==> src/rtl/rf_pkg.sv <==
// rf_pkg -- shared definitions for the 2-read/1-write register file.
//   rf_state_e : encoding of the clear sequencer (RF_IDLE / RF_CLEAR).
//   rf_is_last : true when a clear pointer addresses the final entry.
package rf_pkg;

  typedef enum logic {
    RF_IDLE  = 1'b0,
    RF_CLEAR = 1'b1
  } rf_state_e;

  // Final entry is the all-ones address, so no depth arithmetic is needed.
  function automatic logic rf_is_last(input logic [15:0] ptr, input int unsigned aw);
    logic last_s;
    last_s = 1'b1;
    for (int unsigned i = 0; i < aw; i++) begin
      last_s = last_s & ptr[i];
    end
    return last_s;
  endfunction

endpackage

==> src/rtl/rf_clear_fsm.sv <==
// rf_clear_fsm -- sequencer that walks every entry of the array writing zero.
// Ports:
//   clk      in   rising-edge clock
//   rst      in   synchronous active-high reset; (re)starts a clear from entry 0
//   clr      in   request a clear; ignored while a clear is running
//   busy     out  high exactly while the clear is running
//   clr_ptr  out  entry being zeroed this cycle
//   clr_we   out  zero-write strobe for entry clr_ptr
module rf_clear_fsm
  import rf_pkg::*;
#(
  parameter int ADDR_WIDTH = 5
) (
  input  logic                  clk,
  input  logic                  rst,
  input  logic                  clr,
  output logic                  busy,
  output logic [ADDR_WIDTH-1:0] clr_ptr,
  output logic                  clr_we
);

  rf_state_e             state_r;
  rf_state_e             state_nxt_s;
  logic [ADDR_WIDTH-1:0] clr_ptr_r;
  logic [ADDR_WIDTH-1:0] clr_ptr_nxt_s;
  logic                  ptr_last_s;

  assign ptr_last_s = rf_is_last(16'(clr_ptr_r), ADDR_WIDTH);

  // State and pointer registers; reset forces a fresh clear from entry 0.
  always_ff @(posedge clk) begin
    if (rst) begin
      state_r   <= RF_CLEAR;
      clr_ptr_r <= '0;
    end else begin
      state_r   <= state_nxt_s;
      clr_ptr_r <= clr_ptr_nxt_s;
    end
  end

  // Next-state: the pointer holds at the last entry rather than wrapping.
  always_comb begin
    state_nxt_s   = state_r;
    clr_ptr_nxt_s = clr_ptr_r;
    case (state_r)
      RF_IDLE: begin
        if (clr) begin
          state_nxt_s   = RF_CLEAR;
          clr_ptr_nxt_s = '0;
        end else begin
          state_nxt_s   = RF_IDLE;
        end
      end
      RF_CLEAR: begin
        if (ptr_last_s) begin
          state_nxt_s   = RF_IDLE;
        end else begin
          clr_ptr_nxt_s = clr_ptr_r + ADDR_WIDTH'(1);
        end
      end
      default: begin
        state_nxt_s   = RF_IDLE;
        clr_ptr_nxt_s = '0;
      end
    endcase
  end

  assign busy    = (state_r == RF_CLEAR);
  assign clr_we  = (state_r == RF_CLEAR);
  assign clr_ptr = clr_ptr_r;

endmodule

==> src/rtl/regfile_2r1w.sv <==
// regfile_2r1w -- 2 combinational read ports, 1 write port, with a hardware
// clear sequence that zeroes the array after reset or on request.
// Optional feature: define RF_BYPASS_EN to forward same-cycle write data to
// a read port addressing the written entry.
// Ports:
//   clk, rst          clock and synchronous active-high reset
//   clr               single-cycle request to zero the whole array
//   raddr1 / rdata1   read port 1 (zero latency)
//   raddr2 / rdata2   read port 2 (zero latency)
//   waddr/wdata/wen   write port, accepted when not busy
//   busy              clear sequence in progress; reads return 0, writes dropped
module regfile_2r1w
  import rf_pkg::*;
#(
  parameter int ADDR_WIDTH = 5,
  parameter int DATA_WIDTH = 32,
  parameter int ZERO_REG   = 1
) (
  input  logic                  clk,
  input  logic                  rst,
  input  logic                  clr,
  input  logic [ADDR_WIDTH-1:0] raddr1,
  output logic [DATA_WIDTH-1:0] rdata1,
  input  logic [ADDR_WIDTH-1:0] raddr2,
  output logic [DATA_WIDTH-1:0] rdata2,
  input  logic [ADDR_WIDTH-1:0] waddr,
  input  logic [DATA_WIDTH-1:0] wdata,
  input  logic                  wen,
  output logic                  busy
);

  localparam int DEPTH = 1 << ADDR_WIDTH;

  logic [DATA_WIDTH-1:0] mem_r [DEPTH];
  logic                  busy_s;
  logic                  clr_we_s;
  logic [ADDR_WIDTH-1:0] clr_ptr_s;
  logic                  wr_ok_s;
  logic                  zero_w_s;
  logic                  zero_r1_s;
  logic                  zero_r2_s;
  logic [DATA_WIDTH-1:0] rdata1_s;
  logic [DATA_WIDTH-1:0] rdata2_s;

  rf_clear_fsm #(
    .ADDR_WIDTH (ADDR_WIDTH)
  ) u_clear_fsm (
    .clk     (clk),
    .rst     (rst),
    .clr     (clr),
    .busy    (busy_s),
    .clr_ptr (clr_ptr_s),
    .clr_we  (clr_we_s)
  );

  assign zero_w_s  = (ZERO_REG != 0) && (waddr  == '0);
  assign zero_r1_s = (ZERO_REG != 0) && (raddr1 == '0);
  assign zero_r2_s = (ZERO_REG != 0) && (raddr2 == '0);

  // A user write commits only outside reset and outside a clear.
  assign wr_ok_s = wen & ~busy_s & ~rst & ~zero_w_s;

  // Array storage: clear zero-writes take the port; user writes otherwise.
  always_ff @(posedge clk) begin
    if (!rst && clr_we_s) begin
      mem_r[clr_ptr_s] <= '0;
    end else if (wr_ok_s) begin
      mem_r[waddr] <= wdata;
    end
  end

  // Read port 1: zero during clear and for the hardwired entry.
  always_comb begin
    rdata1_s = '0;
    if (busy_s || zero_r1_s) begin
      rdata1_s = '0;
    end else begin
`ifdef RF_BYPASS_EN
      if (wr_ok_s && (waddr == raddr1)) begin
        rdata1_s = wdata;
      end else begin
        rdata1_s = mem_r[raddr1];
      end
`else
      rdata1_s = mem_r[raddr1];
`endif
    end
  end

  // Read port 2: same rules as port 1.
  always_comb begin
    rdata2_s = '0;
    if (busy_s || zero_r2_s) begin
      rdata2_s = '0;
    end else begin
`ifdef RF_BYPASS_EN
      if (wr_ok_s && (waddr == raddr2)) begin
        rdata2_s = wdata;
      end else begin
        rdata2_s = mem_r[raddr2];
      end
`else
      rdata2_s = mem_r[raddr2];
`endif
    end
  end

  assign rdata1 = rdata1_s;
  assign rdata2 = rdata2_s;
  assign busy   = busy_s;

endmodule

==> config.mk <==
export PLATFORM = sky130hd
export DESIGN_NAME = regfile_2r1w
export DESIGN_NICKNAME = d
export VERILOG_FILES = /design/src/rtl/rf_pkg.sv /design/src/rtl/rf_clear_fsm.sv /design/src/rtl/regfile_2r1w.sv
export SDC_FILE = /design/constraint.sdc
export NUM_CORES = 1
export LEC_CHECK = 0
export CAP_MARGIN = 20
export CORE_ASPECT_RATIO = 1.5
export CORE_MARGIN = 2
export CORE_UTILIZATION = 45
export CTS_BUF_LIST = sky130_fd_sc_hd__clkbuf_2 sky130_fd_sc_hd__clkbuf_4 sky130_fd_sc_hd__clkbuf_8
export CTS_CLUSTER_SIZE = 24
export DETAILED_ROUTE_END_ITERATION = 8
export PLACE_DENSITY = 0.74
export SLEW_MARGIN = 25
export SYNTH_ARGS = -nofsm -noshare
export SYNTH_HDL_FRONTEND = slang
export SYNTH_SLANG_ARGS = --single-unit
==> constraint.sdc <==
create_clock -name clk -period 5.07 [get_ports clk]
set_input_delay 0.7605 -clock clk [delete_from_list [all_inputs] [get_ports clk]]
set_output_delay 0.7605 -clock clk [all_outputs]
set_load 0.005 [all_outputs]
==> results of run 1 <==
==> worst max-delay path: cells and delay by family <==
family	cells	cell delay, ps
AO/OA/AOI/OAI	2	330
buffers and inverters	4	2010
AND/OR/NAND/NOR	2	590
==> power breakdown <==
part	switching [mW]	leakage, nW	internal (mW)
Combinational	0.624	7.54	0.447
Sequential	0.0253	10.3	9.27
Clock	3.16	1.46	3.35
Total	3.81	19.3	13.1
==> cell type report <==
| cell class | instances | area, um2 | area share |
|---|---|---|---|
| Timing Repair Buffer | 279 | 2700 | 0.0493 |
| Sequential cell | 1030 | 30900 | 0.563 |
| Multi-Input combinational cell | 1588 | 16600 | 0.303 |
| Inverter | 6 | 22.5 | 0.000411 |
| Antenna cell | 5 | 12.5 | 0.000228 |
| Clock buffer | 184 | 2270 | 0.0414 |
| Tap cell | 1415 | 1770 | 0.0323 |
| Clock inverter | 66 | 544 | 0.00993 |
==> cell families after synthesis <==
logic type / after synthesis / synth area share
buffers and inverters: 245 / 0.0250
adder cells (fa/ha/maj): 2 / 0.000518
AO/OA/AOI/OAI: 418 / 0.0637
flip-flops: 1030 / 0.639
AND/OR/NAND/NOR: 390 / 0.0446
multiplexers: 778 / 0.227
==> layer usage <==
layer | up-vias | global-route usage | routed length (um)
met5 | - | 0 | 18
met4 | 2 | 0.167 | 10100
met3 | 562 | 0.0567 | 16600
met2 | 2287 | 0.453 | 74500
met1 | 15800 | 0.329 | 51100
li1 | 12300 | - | -
==> flip-flops by register name, summed over array words and instances, names as in the netlist <==
name                 flops
mem_r                 1024
u_clear_fsm.busy         1
u_clear_fsm.clr_ptr      5
==> stage by stage <==
| stage | setup slack, ps | utilization |
|---|---|---|
| floorplan | 249 | - |
| global placement | 753 | 0.487 |
| detailed placement | 710 | 0.487 |
| CTS | 678 | 0.513 |
| global route | 551 | 0.514 |
| finish | 590 | 0.514 |
==> layout by cell type, fill, tap and decap left out, types with 42 or more instances in the layout <==
cell type / netlist / routed
a22oi_1: 286 / 286
buf_4: 39 / 140
clkbuf_4: 0 / 42
clkbuf_8: 0 / 143
clkdlybuf4s50_1: 0 / 109
edfxtp_1: 1024 / 1024
mux2i_1: 524 / 524
mux4_2: 252 / 252
nand3_1: 137 / 137
nand4_1: 64 / 64
==> final timing paths <==
path	slack [ps]	cells after the start	start	to
max reg2reg	1570	6	u_clear_fsm.busy	mem_r[18][9]
min reg2reg	550	2	u_clear_fsm.clr_ptr[0]	u_clear_fsm.clr_ptr[0]
min	550	2	u_clear_fsm.clr_ptr[0]	u_clear_fsm.clr_ptr[0]
max	590	8	raddr1[4]	rdata1[12]
==> summary.md, run 1 <==
| Metric | Value |
|---|---|
| Vias in the first global route | 31500 |
| PD cells | 308 nW/um2 |
| Core area | 107000 um2 |
| Row Count | 147 |
| First-pass GRT wire length | 215 mm |
| CP max stage delay | 630 ps |
| Unique masters post-synth | 56 |
| Post-synth top area cell | edfxtp_1 |
| Cells after Synth | 2863 |
| Max VDD drop | 0.250 mV |
| Worst EP arrival | 3720 ps |
| Critical path startpoint category | input port |
| H-Tree Depth | 4 |
| Post-Route WL | 152 mm |
| Die width | 271 um |
| WHS | 549 ps |
| Critical path fanouts, max | 14 |
| Kind of critical path | input port to output pin |
| GRT overflow | 0 |
| Worst Path Required | 4310 ps |
| CTS tree | yes |
| Max frequency | 223 MHz |
| Die ar. | 110000 um2 |
| Synth top cells by count | edfxtp_1, mux2i_1, a22oi_1 |
| Status | completed |
| Cell chain of the critical path | clkdlybuf4s50_1 > nor4bb_4 > buf_4 > buf_4 > a22o_1 > a31oi_1 > nand4_1 > clkdlybuf4s50_1 |
| Final Slew Violations | 0 |
| Non-filler cells in the finished layout | 4573 |
| Share of layout cells above drive strength 1 | 0.230 |
| EDFF count, synth | 1024 |
| NumNets Final | 3099 |
| # hold bufs at CTS | 0 |
| Starting Density | 0.453 |
| Total vias in the final route | 31000 |
| Post-route minimum period | 4480 ps |
| Synth area leaders | edfxtp_1, mux4_2, mux2i_1 |
| Clock root buffer | clkbuf_8 |
| Pin count of the biggest net entering global routing | 61 |
| IO Pins | 116 |
| CTS Sinks | 1030 |
| Syn_nets | 2916 |
| Hold Violations, Final | 0 |
| Placed insts | 4316 |
| Post-CTS setup buffer count | 0 |
| Ys async rst share | 0 |
| CTS Buf Count | 141 |
| Leak pwr | 19.3 nW |
| Sequential area share after synthesis | 0.639 |
| WL per Instance | 33.3 um |
| Post-Synthesis Cell Area | 48300 um2 |
| Power Total | 16.9 mW |
| Critical path's slowest cell | clkdlybuf4s50_1 |
| Detailed placement HPWL | 95.1 mm |
| CTS clk-pin slew, worst paths | 60 ps |
| Cts repair resizes | 0 |
| Main synth FF type | edfxtp_1 |
| Initial antenna violation count | 8 |
| RSZ-0062 raised after global routing | no |
| Port bufs | 115 |
| Tcrit/Tclk final | 0.884 |
| First-pass iteration count of the detailed router | 6 |
| HP Class | register to register |
| Synth Register Bits | 1030 |
| GRT Total Usage | 0.274 |
| # DRC | 0 |
| Clock Latency Late Sink | 820 ps |
| Chip height | 405 um |
| Yosys warnings | 0 |
| Slew headroom | 0.252 |
| Worst setup EP type | output pin |
| Total of max-cap violations | 0 |
| Top-area cell type share of the netlist area | 0.637 |
| Syn_area_per_cell | 16.9 um2 |
| Area after DPL | 52000 um2 |
| CTS max path bufs | 3 |
| Post-route cell area | 54800 um2 |
| Area grow syn2layout | 13.6% |
| TNS Setup | 0 ps |
| Vias/cell | 6.78 |
| DR iter-0 viols | 4593 |
| Fill cell count | 8569 |
| Worst slew pin tran | 1120 ps |
| Routed Antenna Nets | 0 |
| Top-count cell post-synth | edfxtp_1 |
| Setup Viol. Count Final | 0 |
| Clock Skew | 28.7 ps |
| Gpl congestion | 0.885 |
Note: power is estimated with default switching activity, not from simulation.
==> inputs of run 2 (changes only) <==
--- a/config.mk
+++ b/config.mk
@@ -13,6 +13,7 @@
 export CTS_CLUSTER_SIZE = 24
 export DETAILED_ROUTE_END_ITERATION = 8
 export PLACE_DENSITY = 0.74
+export REMOVE_ABC_BUFFERS = 1
 export SLEW_MARGIN = 25
 export SYNTH_ARGS = -nofsm -noshare
 export SYNTH_HDL_FRONTEND = slang
==> summary.md, run 2 (synthesis results as in run 1) <==
| Metric | Value |
|---|---|
| Status | completed |
| DR iter-0 viols | 3493 (-24%) |
| Port bufs | 115 (unchanged) |
| Clock Skew | 27.9 ps (-0.807 ps) |
| Storage element area | 30900 um2 (unchanged) |
| Vias/cell | 6.71 (-1.1%) |
| Comb pwr share | 0.064 (about the same) |
| Switching power total | 3.81 mW (about the same) |
| Detailed placement HPWL | 87.0 mm (-8.5%) |
| Leak pwr | 19.2 nW (-0.30%) |
| Total of max-cap violations | 0 (unchanged) |
| Die ar. | 110000 um2 (unchanged) |
| Setup Viol. Count Final | 0 (unchanged) |
| Core area | 107000 um2 (unchanged) |
| Clock root buffer | clkbuf_8 |
| First-pass iteration count of the detailed router | 6 (unchanged) |
| # hold bufs at CTS | 0 (unchanged) |
| Post-route minimum period | 4580 ps (+101 ps) |
| Tcrit/Tclk final | 0.904 (+0.0200) |
| Commonest cells after routing, fill and taps aside | edfxtp_1, mux2i_1, a22oi_1 |
| Fill cell count | 8600 (+0.36%) |
| Kind of critical path | register to output pin |
| Sequential power share | 0.546 (-0.005) |
| GRT Total Usage | 0.263 (-0.0101) |
| Area grow syn2layout | 13.4% |
| Worst slew pin tran | 1120 ps (+0.480 ps) |
| H-Tree Depth | 4 (unchanged) |
| Pin count of the biggest net entering global routing | 96 (+57%) |
| Slew headroom | 0.253 (+0.00145) |
| HP Class | register to register |
| Routed Antenna Nets | 0 (unchanged) |
| Placed insts | 4282 (-0.79%) |
| GRT overflow | 0 (unchanged) |
| Max frequency | 218 MHz (-2.2%) |
| Worst EP arrival | 3820 ps (+100 ps) |
| IO Pins | 116 (unchanged) |
| Vias in the first global route | 30900 (-2.1%) |
| CTS max path bufs | 3 (unchanged) |
| Clock Latency Late Sink | 860 ps (+40 ps) |
| Post-Route WL | 146 mm (-4.0%) |
| Power Total | 17.0 mW (+0.92%) |
| PD cells | 311 nW/um2 (+1.0%) |
| Top reg by flops | mem_r |
| Multi-input combinational cell area | 16600 um2 (about the same) |
| Critical path fanouts, max | 17 (+3) |
| Worst setup EP type | output pin |
| Post-CTS setup buffer count | 0 (unchanged) |
| Cts repair resizes | 0 (unchanged) |
| Most common cell after layout, fill and taps aside | edfxtp_1 |
| Chip height | 405 um (unchanged) |
| Final Slew Violations | 0 (unchanged) |
| Initial antenna violation count | 5 (-3) |
| CTS tree | yes |
| WL per Instance | 32.1 um (-3.5%) |
| Critical path startpoint category | register |
| Largest register FFs | 1024 (unchanged) |
| CTS Sinks | 1030 (unchanged) |
| Share of layout cells above drive strength 1 | 0.223 (-0.00718) |
| NumNets Final | 3074 (-0.81%) |
| Hold Violations, Final | 0 (unchanged) |
| Clock power frac | 0.390 (+0.004) |
| Starting Density | 0.453 (unchanged) |
| Total vias in the final route | 30500 (-1.6%) |
| Non-filler cells in the finished layout | 4547 (-0.57%) |
| First-pass GRT wire length | 208 mm (-3.4%) |
| CTS Buf Count | 149 (+5.7%) |
| Max VDD drop | 0.251 mV (+0.47%) |
| Switching share of power | 0.223 (-0.00223) |
| Die width | 271 um (unchanged) |
| Worst Path Required | 4310 ps (about the same) |
| CTS clk-pin slew, worst paths | 50 ps (about the same) |
| RSZ-0062 raised after global routing | no |
| # DRC | 0 (unchanged) |
| Gpl congestion | 0.876 (-0.96%) |
| Internal | 13.2 mW (+1.2%) |
| Row Count | 147 (unchanged) |
## run 2: cell types whose count changed in the layout (fill, tap and decap cells not counted), moves of 2 or more
| cell | change |
|---|---|
| bufinv_16 | -3 |
| clkbuf_4 | +4 |
| buf_8 | +3 |
| and2_1 | +3 |
| clkbuf_8 | +19 |
| diode_2 | -2 |
| clkinvlp_4 | -8 |
| inv_8 | -2 |
| buf_4 | -41 |
| clkinv_2 | +2 |
| buf_12 | +6 |
| inv_6 | -3 |
| and2_2 | -3 |
## run 2: critical path: stages (launching register included)
cell and delay [ps]:
dfxtp_1 960, buf_4 310, nor4bb_4 60, buf_4 280, a22o_1 250, a31oi_1 190
nand4_1 330, clkdlybuf4s50_1 570
## run 2: cell type report
type | count | share of cell area
antenna | 3 | 0.000137
clock buffer | 207 | 0.0468
clock inverter | 52 | 0.00649
inverter | 6 | 0.000411
multi-input combinational | 1588 | 0.304
sequential | 1030 | 0.564
tap | 1415 | 0.0323
timing repair buffer | 246 | 0.0465
## run 2: final timing paths
check | to | startpoint | depth (start not counted) | slack, ps
worst min register to register | u_clear_fsm.clr_ptr[0] | u_clear_fsm.clr_ptr[0] | 2 | 560
worst max register to register | mem_r[16][3] | u_clear_fsm.busy | 6 | 1570
worst min-delay path | u_clear_fsm.clr_ptr[0] | u_clear_fsm.clr_ptr[0] | 2 | 560
worst max-delay path | rdata1[28] | u_clear_fsm.busy | 7 | 490
## run 2: per-stage QoR
| step | util | setup slack [ps] | instance area, um2 | TNS [ps] | hold slack [ps] |
|---|---|---|---|---|---|
| after CTS | 0.513 | 477 | 54700 | 0 | 567 |
| after global routing | 0.513 | 420 | 54800 | 0 | 607 |
| after global placement | 0.485 | 831 | 51700 | 0 | 524 |
| after floorplan | - | -151 | 47100 | -6260 | 486 |
| after detailed placement | 0.485 | 838 | 51800 | 0 | 554 |
| final | 0.513 | 489 | 54800 | 0 | 557 |
## run 2: power by group through the flow
stage                     Combinational, mW  Sequential [mW]  Clock, mW
final                                  1.08             9.30       6.65
after global routing                   1.12             9.30       7.02
after CTS                              1.07             9.30       6.68
after floorplan                       0.495             9.48          0
after detailed placement               1.07             9.48          0
after global placement                 1.05             9.48          0
## run 2: metal layers
layer | wire, um | track usage | share of wire | vias up
met3 | 14200 | 0.0573 | 0.097 | 509
met5 | 13 | 0 | 0.000089 | -
met4 | 8960 | 0.153 | 0.061 | 2
li1 | - | - | - | 12300
met1 | 50200 | 0.312 | 0.34 | 15700
met2 | 72700 | 0.443 | 0.50 | 2036
==> inputs of run 3 (changes only) <==
--- a/config.mk
+++ b/config.mk
@@ -17,4 +17,5 @@
 export SLEW_MARGIN = 25
 export SYNTH_ARGS = -nofsm -noshare
 export SYNTH_HDL_FRONTEND = slang
+export SYNTH_HIERARCHICAL = 1
 export SYNTH_SLANG_ARGS = --single-unit
==> summary.md, run 3 <==
| Metric | Value |
|---|---|
| DR iter-0 viols | 3112 (-11%) |
| Cell chain of the critical path | clkdlybuf4s50_1 > or3b_2 > buf_4 > o22ai_1 > a2111oi_2 > a211oi_1 > clkdlybuf4s50_1 |
| Total of max-cap violations | 0 (unchanged) |
| RSZ-0062 raised after global routing | no |
| Die width | 270 um (-0.36%) |
| Hold Violations, Final | 0 (unchanged) |
| Ys async rst share | 0 (unchanged) |
| Unique masters post-synth | 53 (-5.4%) |
| Starting Density | 0.454 (+0.00137) |
| Top-area cell type share of the netlist area | 0.642 (+0.00464) |
| Initial antenna violation count | 5 (unchanged) |
| WP buf/inv | 3 (unchanged) |
| Pin count of the biggest net entering global routing | 72 (-25%) |
| Setup Viol. Count Final | 0 (unchanged) |
| Synth Area in XOR/XNOR | 0 (unchanged) |
| CTS max path bufs | 3 (unchanged) |
| Clock Latency Late Sink | 840 ps (-20 ps) |
| Leak pwr | 18.3 nW (-5.0%) |
| Area grow syn2layout | 13.1% |
| Row Count | 146 (-0.68%) |
| Commonest cells after routing, fill and taps aside | edfxtp_1, mux4_2, mux2i_1 |
| Most frequent CP cell | clkdlybuf4s50_1 |
| Status | completed |
| # DRC | 0 (unchanged) |
| Routed Antenna Nets | 0 (unchanged) |
| Main synth FF type | edfxtp_1 |
| Complex-gate fraction of the synthesized area | 0.0537 (-0.00998) |
| Pre-CTS WS | 479 ps (-358 ps) |
| Max VDD drop | 0.278 mV (+11%) |
| Port bufs | 115 (unchanged) |
| TNS Setup | 0 ps (unchanged) |
| Non-filler cells in the finished layout | 4076 (-10%) |
| Synth Register Bits | 1030 (unchanged) |
| Top-count cell post-synth | edfxtp_1 |
| IO Pins | 116 (unchanged) |
| Post-route setup slack | 437 ps (-51.7 ps) |
| GRT Total Usage | 0.253 (-0.0100) |
| Kind of critical path | input port to output pin |
| Post-synthesis simple-gate area fraction | 0.0135 (-0.0311) |
| First-pass GRT wire length | 200 mm (-3.9%) |
| Post-route minimum period | 4630 ps (+51.7 ps) |
| Core area | 106000 um2 (-1.0%) |
| Final Slew Violations | 0 (unchanged) |
| WL per Instance | 33.8 um (+5.3%) |
| Detailed placement HPWL | 79.1 mm (-9.0%) |
| Top reg by flops | mem_r |
| Largest register FFs | 1024 (unchanged) |
| Post-synth top area cell | edfxtp_1 |
| Post-Route WL | 138 mm (-5.6%) |
| Cts repair resizes | 0 (unchanged) |
| Post-CTS setup buffer count | 0 (unchanged) |
| Chip height | 404 um (-0.36%) |
| Gpl congestion | 0.812 (-7.3%) |
| First-pass iteration count of the detailed router | 5 (-1) |
| Critical path's slowest cell | or3b_2 |
| Slew headroom | 0.287 (+0.0332) |
| Yosys warnings | 6 (+6) |
| Vias/cell | 6.74 (+0.36%) |
| Worst slew pin tran | 1060 ps (-57.0 ps) |
| Die ar. | 109000 um2 (-0.71%) |
| Share of layout cells above drive strength 1 | 0.332 (+0.109) |
| Mux cell area share after synthesis | 0.265 (+0.0380) |
| Most common cell after layout, fill and taps aside | edfxtp_1 |
| Power Total | 16.8 mW (-1.2%) |
| HP Class | register to register |
| Worst Path Required | 4310 ps (about the same) |
| Critical path fanouts, max | 14 (-3) |
| Synth area leaders | edfxtp_1, mux4_2, mux2i_1 |
| Worst EP arrival | 3870 ps (+50 ps) |
| H-Tree Depth | 4 (unchanged) |
| Syn_area_per_cell | 20.3 um2 (+20%) |
| Post-Synthesis Cell Area | 47900 um2 (-0.72%) |
| NumNets Final | 2619 (-15%) |
| EDFF count, synth | 1024 (unchanged) |
| WHS | 593 ps (+35.6 ps) |
| Critical path startpoint category | input port |
| PD cells | 310 nW/um2 (-0.28%) |
| Synth top cells by count | edfxtp_1, mux4_2, mux2i_1 |
| Cells after Synth | 2365 (-17%) |
| CTS Buf Count | 146 (-2.0%) |
| CP max stage delay | 810 ps (-150 ps) |
| Sequential area share after synthesis | 0.644 (+0.00466) |
| Kind of cell adding the most delay to the critical path | buffers and inverters |
| Worst setup EP type | output pin |
| Max frequency | 216 MHz (-1.1%) |
| Tcrit/Tclk final | 0.914 (+0.0102) |
| Adder-cell area share of the yosys netlist | 0.000522 (+0.00000378) |
| GRT overflow | 0 (unchanged) |
| CTS clk-pin slew, worst paths | 50 ps (about the same) |
| Vias in the first global route | 29300 (-5.1%) |
| Clock Skew | 33.6 ps (+5.71 ps) |
| CTS tree | yes |
| Largest family of logic cells by synthesized area | multiplexers |
| Total vias in the final route | 27500 (-10%) |
| CTS Sinks | 1030 (unchanged) |
| Placed insts | 3818 (-11%) |
| # hold bufs at CTS | 0 (unchanged) |
| Clock root buffer | clkbuf_8 |
run 3: cell types whose count changed after synthesis, sizes merged, moves of 23 or more:
cell     change
nand4       -60
mux4       +197
mux2i      -269
a2111oi     +29
a22oi      -254
o22a        +33
nand2       -38
a211oi      +32
o22ai       +30
a31oi       -39
nand3      -128
clkbuf      -23
o221ai      +63
run 3: layout make-up:
cell class,count,area [um2]
Sequential cell,1030,30900
Clock buffer,199,2450
Antenna cell,2,5.00
Tap cell,1406,1760
Timing Repair Buffer,249,2580
Clock inverter,51,327
Fill cell,8277,51400
Multi-Input combinational cell,1129,16200
Inverter,10,37.5
run 3: path summary, 6_finish.rpt:
kind | startpoint | endpoint | slack (ps) | cells after the start
worst max-delay path | raddr1[3] | rdata1[19] | 440 | 7
worst min-delay path | u_clear_fsm/clr_ptr[1] | u_clear_fsm/clr_ptr[1] | 590 | 2
worst max register to register | u_clear_fsm/busy | mem_r[18][29] | 1670 | 6
worst min register to register | u_clear_fsm/clr_ptr[1] | u_clear_fsm/clr_ptr[1] | 590 | 2
run 3: kinds of logic (layout without fill, tap and decap cells):
logic type | Yosys count | count (layout)
flip-flops | 1030 | 1030
multiplexers | 704 | 704
AO/OA/AOI/OAI | 313 | 313
buffers and inverters | 206 | 509
AND/OR/NAND/NOR | 110 | 110
adder cells (fa/ha/maj) | 2 | 2
other | 0 | 2
run 3: worst register-to-register path: stages (launching register included):
cell and delay, ps:
dfxtp_1 810, or4b_1 370, a21oi_4 80, buf_4 260, o31a_1 440, nor3_2 250, buf_4 770
run 3: where the power goes:
| group | internal (mW) | switching, mW | leakage [nW] |
|---|---|---|---|
| combinational | 0.501 | 0.607 | 6.43 |
| sequential | 9.29 | 0.0328 | 10.4 |
| clock | 3.32 | 3.07 | 1.47 |
run 3: per-stage QoR:
stage | util | area [um2]
after detailed placement | 0.486 | 51300
after global routing | 0.513 | 54200
after global placement | 0.486 | 51300
after floorplan | - | 46800
after CTS | 0.513 | 54100
final | 0.513 | 54200
run 3: routing by layer:
layer | share of wire | track usage | vias to the layer above
met2 | 0.51 | 0.434 | 1718
li1 | - | - | 10800
met5 | 0.0011 | 0.00937 | -
met4 | 0.057 | 0.135 | 4
met3 | 0.096 | 0.0512 | 440
met1 | 0.34 | 0.302 | 14500
